[src/rtl/sdram_arb_pkg.sv]
// rtl/sdram_arb_pkg.sv - shared states and constants for the SDRAM port arbiter
package sdram_arb_pkg;

  typedef enum logic [2:0] {
    IDLE,
    GRANT0,
    GRANT1,
    REFRESH,
    DONE0,
    DONE1
  } arb_state_t;

  localparam logic PORT0     = 1'b0;
  localparam logic PORT1     = 1'b1;
  localparam logic NWE_WRITE = 1'b0;
  localparam logic NWE_READ  = 1'b1;

endpackage

[src/rtl/sdram_refresh_timer.sv]
// rtl/sdram_refresh_timer.sv - free-running refresh interval counter with pending and sticky overrun flags
module sdram_refresh_timer #(
  parameter int REFRESH_INTERVAL = 390
) (
  input  logic clk,
  input  logic nreset,
  input  logic clear,
  output logic refresh_pending,
  output logic refresh_overrun
);

  localparam int              CW     = $clog2(REFRESH_INTERVAL);
  localparam logic [CW-1:0]   RELOAD = CW'(REFRESH_INTERVAL - 1);

  logic [CW-1:0] count;
  logic          expire;

  assign expire = (count == '0);

  always_ff @(posedge clk or negedge nreset) begin
    if (!nreset) begin
      count           <= RELOAD;
      refresh_pending <= 1'b0;
      refresh_overrun <= 1'b0;
    end else begin
      count <= expire ? RELOAD : count - 1'b1;
      // An expiry coinciding with the ack re-arms pending and is not an overrun.
      if (expire) begin
        refresh_pending <= 1'b1;
        if (refresh_pending && !clear) refresh_overrun <= 1'b1;
      end else if (clear) begin
        refresh_pending <= 1'b0;
      end
    end
  end

endmodule

[src/rtl/sdram_port_arbiter.sv]
// rtl/sdram_port_arbiter.sv - two-port round-robin SDRAM request arbiter with refresh scheduling; SDRAM_ARB_FIXED_PRIORITY_EN makes port 0 always win ties
module sdram_port_arbiter
  import sdram_arb_pkg::*;
#(
  parameter int ADDRESS_WIDTH    = 21,
  parameter int DATA_WIDTH       = 32,
  parameter int REFRESH_INTERVAL = 390
) (
  input  logic                      clk,
  input  logic                      nreset,
  input  logic                      p0_valid,
  input  logic                      p0_nwe,
  input  logic [ADDRESS_WIDTH-1:0]  p0_address,
  input  logic [DATA_WIDTH-1:0]     p0_wdata,
  input  logic [DATA_WIDTH/8-1:0]   p0_wstrb,
  output logic                      p0_ready,
  output logic [DATA_WIDTH-1:0]     p0_rdata,
  input  logic                      p1_valid,
  input  logic                      p1_nwe,
  input  logic [ADDRESS_WIDTH-1:0]  p1_address,
  input  logic [DATA_WIDTH-1:0]     p1_wdata,
  input  logic [DATA_WIDTH/8-1:0]   p1_wstrb,
  output logic                      p1_ready,
  output logic [DATA_WIDTH-1:0]     p1_rdata,
  output logic                      ctl_req,
  output logic                      ctl_refresh,
  output logic                      ctl_nwe,
  output logic [ADDRESS_WIDTH-1:0]  ctl_address,
  output logic [DATA_WIDTH-1:0]     ctl_wdata,
  output logic [DATA_WIDTH/8-1:0]   ctl_wstrb,
  input  logic                      ctl_ack,
  input  logic [DATA_WIDTH-1:0]     ctl_rdata,
  output logic                      refresh_overrun
);

  arb_state_t state, state_next;
  logic       last_grant, last_grant_next;
  logic       refresh_pending;
  logic       refresh_clear;

  assign refresh_clear = ctl_ack && (state == REFRESH);

  sdram_refresh_timer #(
    .REFRESH_INTERVAL(REFRESH_INTERVAL)
  ) u_refresh_timer (
    .clk             (clk),
    .nreset          (nreset),
    .clear           (refresh_clear),
    .refresh_pending (refresh_pending),
    .refresh_overrun (refresh_overrun)
  );

  always_ff @(posedge clk or negedge nreset) begin
    if (!nreset) begin
      state      <= IDLE;
      last_grant <= PORT1;
    end else begin
      state      <= state_next;
      last_grant <= last_grant_next;
    end
  end

  // last_grant only records the outcome of ties; single requests leave it alone.
  always_comb begin
    state_next      = state;
    last_grant_next = last_grant;
    case (state)
      IDLE: begin
        if (refresh_pending) begin
          state_next = REFRESH;
        end else if (p0_valid && p1_valid) begin
`ifdef SDRAM_ARB_FIXED_PRIORITY_EN
          state_next = GRANT0;
`else
          if (last_grant == PORT1) begin
            state_next      = GRANT0;
            last_grant_next = PORT0;
          end else begin
            state_next      = GRANT1;
            last_grant_next = PORT1;
          end
`endif
        end else if (p0_valid) begin
          state_next = GRANT0;
        end else if (p1_valid) begin
          state_next = GRANT1;
        end
      end
      GRANT0:  if (ctl_ack) state_next = DONE0;
      GRANT1:  if (ctl_ack) state_next = DONE1;
      REFRESH: if (ctl_ack) state_next = IDLE;
      DONE0:   state_next = IDLE;
      DONE1:   state_next = IDLE;
      default: state_next = IDLE;
    endcase
  end

  // Request fields are captured once at grant time and held until the ack.
  always_ff @(posedge clk or negedge nreset) begin
    if (!nreset) begin
      ctl_nwe     <= NWE_READ;
      ctl_address <= '0;
      ctl_wdata   <= '0;
      ctl_wstrb   <= '0;
      p0_rdata    <= '0;
      p1_rdata    <= '0;
    end else begin
      if (state == IDLE && state_next == GRANT0) begin
        ctl_nwe     <= p0_nwe;
        ctl_address <= p0_address;
        ctl_wdata   <= p0_wdata;
        ctl_wstrb   <= p0_wstrb;
      end else if (state == IDLE && state_next == GRANT1) begin
        ctl_nwe     <= p1_nwe;
        ctl_address <= p1_address;
        ctl_wdata   <= p1_wdata;
        ctl_wstrb   <= p1_wstrb;
      end
      if (state == GRANT0 && ctl_ack) p0_rdata <= ctl_rdata;
      if (state == GRANT1 && ctl_ack) p1_rdata <= ctl_rdata;
    end
  end

  assign ctl_req     = (state == GRANT0) || (state == GRANT1);
  assign ctl_refresh = (state == REFRESH);
  assign p0_ready    = (state == DONE0);
  assign p1_ready    = (state == DONE1);

endmodule

[config.mk]
export PLATFORM = sky130hd
export DESIGN_NAME = sdram_port_arbiter
export DESIGN_NICKNAME = d
export VERILOG_FILES = /design/src/rtl/sdram_arb_pkg.sv /design/src/rtl/sdram_refresh_timer.sv /design/src/rtl/sdram_port_arbiter.sv
export SDC_FILE = /design/constraint.sdc
export NUM_CORES = 1
export LEC_CHECK = 0
export CAP_MARGIN = 20
export CORE_MARGIN = 2
export CORE_UTILIZATION = 41
export CTS_BUF_LIST = sky130_fd_sc_hd__clkbuf_8
export DETAILED_ROUTE_END_ITERATION = 10
export GPL_TIMING_DRIVEN = 0
export HOLD_SLACK_MARGIN = 0.08
export PLACE_DENSITY_LB_ADDON = 0.05
export SLEW_MARGIN = 20
export SYNTH_ARGS = -nofsm -noshare
export SYNTH_HDL_FRONTEND = slang
export SYNTH_SLANG_ARGS = --single-unit
[constraint.sdc]
create_clock -name clk -period 2.71 [get_ports clk]
set_input_delay 0.6775 -clock clk [delete_from_list [all_inputs] [get_ports clk]]
set_output_delay 0.6775 -clock clk [all_outputs]
set_load 0.005 [all_outputs]
==> impl_metrics.json <==
{
  "placementRows": 42,
  "crit_required_ns": 2.03,
  "slew_viol_final": 0,
  "start_util": 0.414,
  "route.met2.wl_um": 7720,
  "fmaxAchievable_mhz": 391,
  "grt_max_degree": 86,
  "m1WireLength_um": 6140,
  "numCtsBuffers": 17,
  "final_area_sq_mm": 0.00884,
  "die_area_sq_mm": 0.0142,
  "seqPwrFrac": 0.375,
  "ioPinCount": 280,
  "ys_seq_area_frac": 0.634,
  "netSwitchingFraction": 0.307,
  "grt_pass1_wl_um": 25300,
  "cts_tree": "done",
  "p_comb_frac": 0.454,
  "cp-start-kind": "flop",
  "r2r-end": "ctl_address[19]$_DFFE_PN0P_",
  "slew_headroom": 0.663,
  "peakVddDrop_mv": 0.581,
  "clock-skew-final_ns": 0.00683,
  "grtUsageTotal": 0.231,
  "fin_crit_sh": 0.944,
  "cp_max_fo": 9,
  "fin_nets": 912,
  "syn_inst": 461,
  "cts.path.max_buffers": 2,
  "wire_per_inst_um": 16.8,
  "h-tree-depth": 4,
  "fin_cells": 946,
  "clk_latency_ns": 0.44,
  "routed_wl_um": 15900,
  "yosysUniqueCellTypes": 32,
  "cts_hold_buffers": 0,
  "vias": 4722,
  "root_buffer": "clkbuf_8",
  "post-route-drc-count": 0,
  "cts_setup_buffers": 0,
  "reg2reg_depth": 6,
  "p_switching_uw": 2900,
  "clk_pin_slew_ns": 0.07,
  "synth_nets": 615,
  "ant_nets": 0,
  "syn_to_final_growth_pct": 63.0,
  "fp.coreArea_sq_mm": 0.0131,
  "layout_common_cells": "clkdlybuf4s50_1, dfrtp_1, nor2_1",
  "pwr-share-clk": 0.171,
  "status": "complete, no violations",
  "overflow": 0,
  "syn_area_per_cell_sq_um": 11.8,
  "finalCriticalPeriod_ns": 2.56,
  "hold_viol": 0,
  "diodes": 0,
  "max_cap_viol_count": 0,
  "routed_via_density": 4.99,
  "min_path_type": "in -> async",
  "first_pass_iters": 4,
  "fp.dieH_um": 119,
  "setup_viol": 0,
  "arrival_ns": 1.88,
  "wl_met3_um": 1440,
  "cts_resized": 0,
  "worstSetupPathType": "reg -> out",
  "rsz0062_at_grt": "false",
  "drive_above_1_share": 0.149,
  "dp_hpwl_um": 12200,
  "portBuffers": 279,
  "synth_area_sq_mm": 0.00542,
  "cp-end-kind": "output pin",
  "gp_congestion": 0.816,
  "synth_seq_cells": 137,
  "grt_pass1_vias": 4959,
  "dr.first_iter.drc_count": 189,
  "reg2reg_from": "state[1]$_DFF_PN0_",
  "powerDensity_mw_per_mm2": 1070,
  "yosysWarningCount": 0,
  "placed_area_sq_mm": 0.00847,
  "layout.cells.most_common": "clkdlybuf4s50_1",
  "chipWidth_um": 119,
  "top_layer_used": "met4",
  "rrSetupSlack_ns": 0.55,
  "antenna_found_initial": 0,
  "p_int_uw": 6560,
  "placed_cells": 917,
  "power_leakage_uw": 0.00365,
  "clkSinkCount": 137,
  "tightest_slew_ns": 0.502
}
cell type report:
type                       instances  area [sq um]
tap                              176           220
inverter                           3          11.3
clock buffer                      20           275
multi-input combinational        295          1870
buffer                            24           101
sequential                       137          3440
clock inverter                    11           105
fill                             968          4240
timing repair buffer             280          2830
metal layers:
metal  track usage  vias up
met5             0        -
met4         0.114        0
met3        0.0948       41
met2         0.376      204
met1         0.262     2278
li1              -     2199
power by group through the flow:
stage / registers, uW / clock network, uW / logic, uW
floorplan: 3580 / 0 / 1660
global placement: 3500 / 0 / 4300
detailed placement: 3550 / 0 / 4390
CTS: 3520 / 1660 / 4410
global route: 3660 / 1770 / 4660
finish: 3550 / 1620 / 4300
per-stage QoR:
| stage | util | setup TNS [ns] | worst slack (ns) | hold WS (ns) | total power, uW |
|---|---|---|---|---|---|
| 2_1_floorplan | - | 0 | 0.762 | 0.382 | 5240 |
| 3_3_place_gp | 0.645 | -599.10 | -4.46 | 0.446 | 7800 |
| 3_5_place_dp | 0.647 | 0 | 0.0762 | 0.455 | 7940 |
| 4_1_cts | 0.676 | 0 | 0.0371 | 0.130 | 9590 |
| 5_1_grt | 0.676 | 0 | 0.0726 | 0.140 | 10100 |
| 6_report | 0.676 | 0 | 0.153 | 0.138 | 9470 |
cell usage after synthesis:
cell type	n	area, sq um
o21a_1	1	7.51
and3b_1	1	8.76
dfrtp_1	131	3280
xor2_1	1	8.76
nor2_1	123	462
o21bai_1	1	7.51
nor3b_1	1	7.51
o22a_1	1	8.76
clkbuf_1	17	63.8
xnor2_1	1	8.76
buf_2	9	45.0
nand2b_1	5	31.3
nand3_1	2	10.0
a211o_1	1	8.76
mux2_2	64	721
or3_2	1	7.51
o21ai_0	6	30.0
nand3b_1	1	7.51
or3_1	1	6.26
or4_1	1	7.51
nor3_1	1	5.00
ha_1	1	12.5
o31ai_1	1	7.51
nor4_2	1	12.5
a21boi_0	1	7.51
inv_1	3	11.3
nand2_1	9	33.8
a21oi_1	8	40.0
dfstp_2	6	158
or4b_4	1	13.8
or3_4	2	22.5
o22ai_1	58	363
cell families after synthesis:
group	after synthesis	synth area share
AO/OA/AOI/OAI	78	0.0886
XOR/XNOR	2	0.00323
adder cells (fa/ha/maj)	1	0.00231
buffers and inverters	29	0.0221
flip-flops	137	0.634
multiplexers	64	0.133
AND/OR/NAND/NOR	150	0.117
worst max-delay path, cell delays in order (launching register included):
cell and delay [ns]:
dfrtp_1 0.49, nand2b_1 0.23, a21oi_1 0.18, clkdlybuf4s50_1 0.55
registers in the layout, indices dropped and copies added (netlist names):
register                         flops
ctl_wdata                           32
last_grant                           1
u_refresh_timer.count                9
p1_rdata                            32
p0_rdata                            32
u_refresh_timer.refresh_overrun      1
ctl_address                         21
u_refresh_timer.refresh_pending      1
ctl_nwe                              1
state                                3
ctl_wstrb                            4
how the worst max path moves through the flow:
stage,from,endpoint,slack [ns],cells after the start
6_report,state[1]$_DFF_PN0_,ctl_req,0.15,3
5_1_grt,state[1]$_DFF_PN0_,ctl_req,0.07,3
4_1_cts,state[1]$_DFF_PN0_,ctl_req,0.04,4
3_5_place_dp,p1_valid,ctl_address[19]$_DFFE_PN0P_,0.08,7
3_3_place_gp,nreset,ctl_address[4]$_DFFE_PN0P_,-4.46,1
2_1_floorplan,u_refresh_timer.count[1]$_DFF_PN0_,u_refresh_timer.refresh_overrun$_DFFE_PN0P_,0.76,6
Power figures use the tool's default switching activity.
